--- config.mk ---
export PLATFORM = sky130hd
export DESIGN_NAME = ysyx_24100013_mem_arbiter
export DESIGN_NICKNAME = d
export VERILOG_FILES = /design/src/rtl/ysyx_24100013_pkg.sv /design/src/rtl/ysyx_24100013_rr_arb2.sv /design/src/rtl/ysyx_24100013_mem_arbiter.sv
export SDC_FILE = /design/constraint.sdc
export NUM_CORES = 1
export LEC_CHECK = 0
export ABC_AREA = 1
export ABC_CLOCK_PERIOD_IN_PS = 3400
export CAP_MARGIN = 30
export CORE_MARGIN = 3
export CORE_UTILIZATION = 37
export DETAILED_ROUTE_END_ITERATION = 8
export HOLD_SLACK_MARGIN = 0.12
export PLACE_DENSITY_LB_ADDON = 0.2
export SLEW_MARGIN = 10
export SYNTH_ARGS = -nofsm -noshare
export SYNTH_HDL_FRONTEND = slang
export SYNTH_SLANG_ARGS = --single-unit
--- constraint.sdc ---
create_clock -name clk -period 3.4 [get_ports clk]
set_clock_uncertainty 0.2 [all_clocks]
set_input_delay 0.68 -clock clk [delete_from_list [all_inputs] [get_ports clk]]
set_output_delay 0.68 -clock clk [all_outputs]
set_load 0.005 [all_outputs]
--- src/rtl/ysyx_24100013_pkg.sv ---
// Shared types for the ysyx_24100013 memory-side blocks: arbiter FSM states
// and transaction owner encoding.
package ysyx_24100013_pkg;

  typedef enum logic [1:0] {
    ST_IDLE = 2'd0,
    ST_REQ  = 2'd1,
    ST_WAIT = 2'd2
  } arb_state_t;

  typedef enum logic {
    OWN_IFU = 1'b0,
    OWN_LSU = 1'b1
  } owner_t;

endpackage

--- src/rtl/ysyx_24100013_rr_arb2.sv ---
// Two-way round-robin grant: req[0]=IFU, req[1]=LSU; last names the
// requester granted most recently (owner_t encoding).
module ysyx_24100013_rr_arb2
  import ysyx_24100013_pkg::*;
(
  input  logic [1:0] req,
  input  logic       last,
  output logic [1:0] gnt
);

  // On a tie the side that did not win last time gets the grant.
  always_comb begin
    gnt = req;
    if (req == 2'b11) begin
      gnt = (last == OWN_LSU) ? 2'b01 : 2'b10;
    end
  end

endmodule

--- src/rtl/ysyx_24100013_mem_arbiter.sv ---
// Shares one memory port between IFU and LSU with round-robin arbitration and
// a single outstanding transaction (IDLE -> REQ -> WAIT).
module ysyx_24100013_mem_arbiter
  import ysyx_24100013_pkg::*;
#(
  parameter int ADDR_W = 32,
  parameter int DATA_W = 32
) (
  input  logic                clk,
  input  logic                rst,

  input  logic                ifu_req_valid,
  output logic                ifu_req_ready,
  input  logic [ADDR_W-1:0]   ifu_addr,
  output logic                ifu_rsp_valid,
  output logic [DATA_W-1:0]   ifu_rdata,

  input  logic                lsu_req_valid,
  output logic                lsu_req_ready,
  input  logic [ADDR_W-1:0]   lsu_addr,
  input  logic                lsu_wen,
  input  logic [DATA_W-1:0]   lsu_wdata,
  input  logic [DATA_W/8-1:0] lsu_wmask,
  output logic                lsu_rsp_valid,
  output logic [DATA_W-1:0]   lsu_rdata,

  output logic                mem_req_valid,
  input  logic                mem_req_ready,
  output logic [ADDR_W-1:0]   mem_addr,
  output logic                mem_wen,
  output logic [DATA_W-1:0]   mem_wdata,
  output logic [DATA_W/8-1:0] mem_wmask,
  input  logic                mem_rsp_valid,
  input  logic [DATA_W-1:0]   mem_rdata
);

  arb_state_t state, state_nxt;
  owner_t     owner, last_gnt;
  logic [1:0] gnt;
  logic       ifu_acc, lsu_acc;

  ysyx_24100013_rr_arb2 u_rr_arb2 (
    .req  ({lsu_req_valid, ifu_req_valid}),
    .last (last_gnt),
    .gnt  (gnt)
  );

  assign ifu_acc   = ifu_req_valid & ifu_req_ready;
  assign lsu_acc   = lsu_req_valid & lsu_req_ready;
  assign ifu_rdata = mem_rdata;
  assign lsu_rdata = mem_rdata;

  always_ff @(posedge clk or negedge rst) begin
    if (!rst) state <= ST_IDLE;
    else      state <= state_nxt;
  end

  always_comb begin
    state_nxt = state;
    unique case (state)
      ST_IDLE: if (ifu_acc || lsu_acc) state_nxt = ST_REQ;
      ST_REQ:  if (mem_req_ready)      state_nxt = ST_WAIT;
      ST_WAIT: if (mem_rsp_valid)      state_nxt = ST_IDLE;
      default:                         state_nxt = ST_IDLE;
    endcase
  end

  // Readies are gated by rst so nothing is offered while reset is held.
  always_comb begin
    ifu_req_ready = 1'b0;
    lsu_req_ready = 1'b0;
    mem_req_valid = 1'b0;
    ifu_rsp_valid = 1'b0;
    lsu_rsp_valid = 1'b0;
    unique case (state)
      ST_IDLE: begin
        ifu_req_ready = rst & gnt[0];
        lsu_req_ready = rst & gnt[1];
      end
      ST_REQ:  mem_req_valid = 1'b1;
      ST_WAIT: begin
        ifu_rsp_valid = mem_rsp_valid & (owner == OWN_IFU);
        lsu_rsp_valid = mem_rsp_valid & (owner == OWN_LSU);
      end
      default: ;
    endcase
  end

  always_ff @(posedge clk or negedge rst) begin
    if (!rst) begin
      mem_addr  <= '0;
      mem_wen   <= 1'b0;
      mem_wdata <= '0;
      mem_wmask <= '0;
      owner     <= OWN_IFU;
      last_gnt  <= OWN_LSU;
    end else if (ifu_acc) begin
      mem_addr  <= ifu_addr;
      mem_wen   <= 1'b0;
      mem_wdata <= '0;
      mem_wmask <= '0;
      owner     <= OWN_IFU;
      last_gnt  <= OWN_IFU;
    end else if (lsu_acc) begin
      mem_addr  <= lsu_addr;
      mem_wen   <= lsu_wen;
      mem_wdata <= lsu_wdata;
      mem_wmask <= lsu_wmask;
      owner     <= OWN_LSU;
      last_gnt  <= OWN_LSU;
    end
  end

endmodule
; Word level (Yosys, flattened, before mapping)
; Index checks and enable logic that the tools add are counted.
; Widths: inputs -> output; s select.
[word_totals]
regBits = 73
input_bits = 139
output_inout_bits = 138
elab_cells = 45
[op_classes]
eq_ne = 6
mux = 21
bitwise = 7
reduce_logical = 4
[op_table]
columns = op, n
row1 = $mux 32, 4
row2 = $mux 2, 5
row3 = $mux 1, 9
row4 = $mux 4, 2
row5 = $and 1x1->1, 6
row6 = $ne 2x2->1 const B, 3
row7 = $pmux 2 s3, 1
row8 = $eq 2x2->1 const B, 2
row9 = $reduce_and 3->1, 1
row10 = $eq 2x1->1 const B, 1
row11 = $logic_not 2->1, 1
row12 = $reduce_bool 2->1, 1
row13 = $logic_or 1x1->1, 1
row14 = $not 1->1, 1

; Depth between registers and ports, before layout
; Gate-level depths: netlist of the first run.
[logic_depth]
ltp_word = 8
mapped_depth = 8

; Hierarchy
; A second synthesis of the first run with hierarchy kept.
[unflattened]
cells_unflattened = 440
area_unflattened_um2 = 3739.8
[by_module_without_submodules]
columns = mod, n_inst, cells_per_inst, area_per_inst_um2
row1 = ysyx_24100013_mem_arbiter, 1, 435, 3718.6
row2 = ysyx_24100013_rr_arb2, 1, 5, 21.3

; Worst setup path before layout of the first run
; No wires, ideal clock.
[synth_path]
kind = input to output
start = input ifu_req_valid
end = output lsu_req_ready
arrival_time_ps = 1218
path_slack_ps = 1302
path_stages = 4
n_path_buf = 1
path_cell_list = nand2_1 nand3_2 inv_2 buf_2
[synth_between]
elab_chain_len = 4
[synth_rtl]
columns = element, line
row1 = from (decl), ysyx_24100013_mem_arbiter.sv:12  ; input logic ifu_req_valid,
row2 = $eq 2x2->1, ysyx_24100013_rr_arb2.sv:14  ; if (req == 2'b11) begin
row3 = $mux 2, ysyx_24100013_rr_arb2.sv:14
row4 = $and 1x1->1, ysyx_24100013_mem_arbiter.sv:78  ; lsu_req_ready = rst & gnt[1];
row5 = $mux 1, ysyx_24100013_mem_arbiter.sv:75  ; unique case (state)
row6 = to (decl), ysyx_24100013_mem_arbiter.sv:19  ; output logic lsu_req_ready,
; No other way between the ends.

; Final worst setup path of the first run
[layout_path]
start = input rst
end = output ifu_req_ready
[layout_between]
elab_chain_len = 2
[layout_rtl]
columns = element, line
row1 = from (decl), ysyx_24100013_mem_arbiter.sv:10  ; input logic rst,
row2 = $and 1x1->1, ysyx_24100013_mem_arbiter.sv:77  ; ifu_req_ready = rst & gnt[0];
row3 = $mux 1, ysyx_24100013_mem_arbiter.sv:75
row4 = to (decl), ysyx_24100013_mem_arbiter.sv:13  ; output logic ifu_req_ready,
; No other way between the ends.

==> results of run 1 <==
power groups by stage:
| stage | sequential, µW | combinational (µW) | clock, µW |
|---|---|---|---|
| final | 1510 | 1930 | 759 |
| after global routing | 1570 | 2130 | 828 |
| after CTS | 1510 | 1970 | 790 |
| after detailed placement | 1520 | 1960 | 0 |
| after global placement | 1510 | 1940 | 0 |
| after floorplan | 1540 | 844 | 0 |
Yosys cell counts:
master      n  share of area
dfstp_2     1         0.0070
buf_2      20          0.027
a21oi_1     2         0.0027
clkbuf_1   11          0.011
nand2_1    90          0.090
nand4_1    54          0.090
inv_1       6         0.0060
nor2_2      1         0.0017
nor3_1      2         0.0027
nor2_1      1         0.0010
buf_4      65           0.13
nand3_1   101           0.13
o21ai_0     1         0.0013
dfrtp_1    72           0.48
nand3_2     2         0.0053
inv_2       2         0.0020
buf_6       3         0.0090
clkinv_1    1         0.0010
o211ai_1    1         0.0020
timing repair:
item,CTS,global route
hold buffers,1,0
buffers inserted,0,0
hold endpoints to repair,1,0
endpoints found under the setup margin,0,0
cell families after synthesis:
kind of cell           after synthesis  synth area share
DFF                                 73             0.485
and+or+nand+nor                    251             0.324
AOI/OAI and AO/OA                    4           0.00598
buffers and inverters              108             0.185
per-stage QoR:
step | utilization | instance area (µm²) | std cells | setup slack [ps]
final | 0.549 | 5390 | 678 | 388
after CTS | 0.549 | 5390 | 678 | 378
after global routing | 0.549 | 5390 | 678 | 281
after global placement | 0.525 | 5160 | 661 | 563
after detailed placement | 0.525 | 5160 | 661 | 576
after floorplan | - | 3770 | 436 | 1300
state kept, by name (all words and copies together) (netlist names):
| signal | cells |
|---|---|
| mem_wmask | 4 |
| mem_addr | 32 |
| last_gnt | 1 |
| mem_wen | 1 |
| state | 2 |
| owner | 1 |
| mem_wdata | 32 |
metal layers:
layer	vias to the layer above	GRT usage
li1	1635	-
met1	1650	0.238
met2	141	0.336
met3	35	0.0614
met4	0	0.0895
met5	-	0
layout make-up:
cell class,instances,share of cell area
clock inverters,7,0.0188
inverters,9,0.00626
repair buffers,192,0.351
multi-input cells,255,0.232
well taps,133,0.0309
clock buffers,9,0.0230
flip-flops and latches,73,0.339
critical path: stages:
cell             delay (ps)
dlygate4sd3_1           530
buf_4                   130
nand2_1                  50
clkinv_1                 60
nand3_2                  60
inv_1                   100
clkdlybuf4s50_1         510
worst max path at each step:
stage                     slack (ps)     startpoint            end  cells after the start
after floorplan                 1300  ifu_req_valid  lsu_req_ready                      4
after global placement           560  ifu_req_valid  ifu_req_ready                      6
after detailed placement         580  ifu_req_valid  ifu_req_ready                      6
after CTS                        380            rst  ifu_req_ready                      7
after global routing             280            rst  ifu_req_ready                      7
final                            390            rst  ifu_req_ready                      7
==> flow_metrics.tcl, run 1 <==
set metrics [dict create \
    outcome "completed" \
    drive_gt1_frac 0.0624 \
    fill_cells 949 \
    seq_power_share 0.359 \
    ios 277 \
    grt_pass1_vias 3506 \
    antennaDiodeCount 0 \
    overflow 0 \
    cts_max_level 3 \
    wl_met2_mm 5.63 \
    cts_buffer_depth 2 \
    regArea_um2 1830 \
    power_uw 4200 \
    relSlewSlack 0.479 \
    p_sw_frac 0.340 \
    via_count 3461 \
    finalCriticalPeriod_ps 3010 \
    path_clk_slew_ps 70 \
    grt_max_degree 73 \
    first_pass_iters 4 \
    powerDensity_nw_per_um2 779 \
    r2r_end "mem_addr[10]$_DFFE_PN0P_" \
    intPower_uw 2780 \
    vdd_drop_max_uv 430 \
    syn_nets 575 \
    hp-start "last_gnt$_DFFE_PN1P_" \
    whs_path_depth 2 \
    arrival_ps 2130 \
    comb_power_share 0.460 \
    drt-wirelength-per-cell_um 16.6 \
    final_cell_mix "clkdlybuf4s50_1 (179), nand3_1 (101), nand2_1 (90), dfrtp_1 (72), nand4_1 (54)" \
    rows 36 \
    final_common_cell "clkdlybuf4s50_1" \
    synth_area_um2 3770 \
    path_class "in -> out" \
    setup_viol 0 \
    grt_first_pass_wirelength_mm 18.2 \
    setup_tns_ps 0 \
    p_sw_uw 1430 \
    grt_setup_unrepaired "false" \
    cts_buffers 9 \
    core-area_um2 9820 \
    routed_via_density 5.10 \
    drt_iter0_markers 177 \
    initial_core_util 0.384 \
    die_y_um 107 \
    cts_resized 0 \
    finalCritPeriodShare 0.886 \
    wl_met1_mm 4.34 \
    syn_to_final_growth_pct 43.1 \
    r2r_start "state[1]$_DFFE_PN0P_" \
    hpwlAfterDp_mm 7.72 \
    syn_inst 436 \
    hold_viol_final 0 \
    antenna_found_initial 0 \
    drtAntennaViolNets 0 \
    reg2reg_slack_ps 1400 \
    slew_violations 0 \
    portBuffers 180 \
    place_congestion 0.798 \
    clkPwrFrac 0.180 \
    yosysWarnings 0 \
    cts_tree "yes" \
    hold_path_end "last_gnt$_DFFE_PN1P_" \
    fin_nets 679 \
    maxUsedRoutingLayer "met4" \
    tightest_slew_ps 782 \
    wl_met3_mm 1.00 \
    ys_ff_latch 73 \
    maxCapViolations 0 \
    die_width_um 107 \
    cts_sinks 73 \
    required_ps 2520 \
    cts_root_buf "clkbuf_8" \
    multi_input_area_um2 1250 \
    ys_seq_area_frac 0.485 \
    max_freq_ghz 0.332 \
    crit_fanout 5 \
    r2r.worst_path.cells 6 \
    timing.hold.ws_ps 290 \
    leakagePower_uw 0.00241 \
    drc_errors 0 \
    grt_usage 0.201 \
    clkLatencyLatePin_ps 340 \
    hold_path.class "reg -> reg" \
    ys_types 19 \
    critPathLaunchType "input pin" \
    drt_wl_total_mm 11.3 \
    syn_avg_cell_area_um2 8.64 \
    dieArea_um2 11400 \
    cp-end-kind "primary output" \
]
No activity file was read; power rests on OpenSTA's default activity.
==> run 2, diff against run 1 <==
CORE_ASPECT_RATIO = 0.7   (was unset)
REMOVE_ABC_BUFFERS = 1   (was unset)
==> run 2 against run 1 <==
  * Via count rose by 2.1%
  * Sequential share of layout area decreased by 0.41 points
  * Combinational power hardly changed
  * Final cell count shrank 1.2%
  * First-iteration DRC count increased by 34%
  * Worst setup slack worse by 270 ps
  * Critical path type unchanged
==> flow_metrics.tcl, run 2 (same netlist as run 1, synthesis figures left out) <==
set metrics [dict create \
    r2r_start "last_gnt$_DFFE_PN1P_" \
    finalCritPeriodShare 0.964 \
    drc_errors 0 \
    finalCriticalPeriod_ps 3280 \
    required_ps 2520 \
    path_class "in -> out" \
    dieArea_um2 11500 \
    max_stage_delay_ps 630 \
    first_pass_iters 4 \
    reg2reg_slack_ps 1500 \
    portBuffers 180 \
    slew_violations 0 \
    vdd_drop_max_uv 297 \
    reg_top3 "mem_addr x32, mem_wdata x32, mem_wmask x4" \
    post-cts-setup-buffers 0 \
    ios 277 \
    cts_buffer_depth 2 \
    cts_sinks 73 \
    grt_setup_unrepaired "false" \
    final_cell_mix "clkdlybuf4s50_1 (179), nand3_1 (101), nand2_1 (90), dfrtp_1 (72), nand4_1 (54)" \
    grt_first_pass_wirelength_mm 20.9 \
    path_clk_slew_ps 60 \
    critPathLaunchType "input pin" \
    leakagePower_uw 0.00245 \
    die_width_um 127 \
    outcome "completed" \
    routed_via_density 5.27 \
    cp-end-kind "primary output" \
    fin_nets 677 \
    powerDensity_nw_per_um2 816 \
    max_freq_ghz 0.305 \
    via_count 3533 \
    drt-wirelength-per-cell_um 20.6 \
    crit_chain "dlygate4sd3_1, buf_6, nand2_1, inv_2, nand3_2, inv_2, clkdlybuf4s50_1" \
    hold_viol_final 0 \
    final_util 0.557 \
    overflow 0 \
    syn_to_final_growth_pct 44.9 \
    hpwlAfterDp_mm 9.60 \
    maxCapViolations 0 \
    r2r.worst_path.cells 5 \
    whs_path_depth 2 \
    relSlewSlack 0.463 \
    setup_viol 0 \
    tightest_slew_ps 805 \
    drive_gt1_frac 0.0572 \
    cpMostUsedCell "inv_2" \
    cpMaxStageDelayCell "clkdlybuf4s50_1" \
    grt_util_met2 0.289 \
    grt_usage 0.239 \
    cts_buffers 9 \
    antenna_found_initial 0 \
    die_y_um 90.4 \
    cts_root_buf "clkbuf_16" \
    met1_usage 0.333 \
    crit_fanout 23 \
    hp-start "last_gnt$_DFFE_PN1P_" \
    hold_path.class "reg -> reg" \
    cts_tree "yes" \
    core-area_um2 9800 \
    initial_core_util 0.385 \
    drt_iter0_markers 237 \
    antennaDiodeCount 0 \
    grt_pass1_vias 3470 \
    r2r_end "mem_wdata[22]$_DFFE_PN0P_" \
    hold_path_end "last_gnt$_DFFE_PN1P_" \
    final_common_cell "clkdlybuf4s50_1" \
    cts_max_level 3 \
    clkLatencyLatePin_ps 330 \
    grt_max_degree 73 \
    drt_wl_total_mm 13.8 \
    drtAntennaViolNets 0 \
    grtUsageMet3 0.167 \
    place_congestion 0.827 \
    busiest_layer "met1" \
    arrival_ps 2400 \
    rows 30 \
    timing.hold.ws_ps 297 \
]
[run 2: cell count changes in the layout (fill, tap and decap cells not counted)]
cell / previous run / this run
clkbuf_16: 0 / 9
buf_6: 0 / 1
buf_4: 12 / 9
clkbuf_8: 9 / 0
clkinvlp_4: 2 / 0
clkinv_2: 0 / 3
inv_6: 2 / 0
[run 2: layout make-up]
| cell class | instances | area, µm² |
|---|---|---|
| sequential | 73 | 1830 |
| clock inverter | 6 | 83.8 |
| multi-input combinational | 255 | 1250 |
| inverter | 9 | 33.8 |
| clock buffer | 9 | 225 |
| fill | 877 | 4340 |
| tap | 128 | 160 |
| timing repair buffer | 190 | 1880 |
[run 2: worst max path at each step]
stage	endpoint	cells after the start	slack, ps	startpoint
after floorplan	lsu_req_ready	3	-970	state[1]$_DFFE_PN0P_
after global placement	lsu_req_ready	6	420	lsu_req_valid
after detailed placement	lsu_req_ready	6	450	lsu_req_valid
after CTS	lsu_req_ready	7	30	rst
after global routing	lsu_req_ready	7	20	rst
final	lsu_req_ready	7	120	rst
[run 2: report_power, final]
| part | switching (µW) | internal (µW) | total [µW] |
|---|---|---|---|
| combinational | 875 | 1060 | 1940 |
| sequential | 240 | 1290 | 1530 |
| clock | 356 | 635 | 991 |
| total | 1470 | 2990 | 4460 |
[run 2: timing repair]
action,in CTS,in global routing
gates resized for setup,0,1
endpoints found under the hold margin,20,0
endpoints found under the setup margin,0,1
hold buffers,1,0
[run 2: worst max-delay path: cells and delay by family]
family,cells,cell delay (ps)
buffers and inverters,5,1550
AND/OR/NAND/NOR,2,160
[run 2: through the flow]
step           cell area [µm²]  setup TNS (ps)  total power, µW  cells  setup WS, ps
2_1_floorplan             3110          -26720             2230    337          -968
3_3_place_gp              5140               0             3450    654           421
3_5_place_dp              5140               0             3480    654           447
4_1_cts                   5460               0             4510    670          33.2
5_1_grt                   5460               0             4770    670          23.4
6_report                  5460               0             4460    670           122
[run 2: per-layer routing]
metal / part of all wire / wire (µm) / vias to the layer above
li1: - / - / 1639
met3: 0.16 / 2240 / 14
met5: 0.0043 / 60 / -
met4: 0.0080 / 110 / 2
met2: 0.38 / 5280 / 225
met1: 0.44 / 6120 / 1653
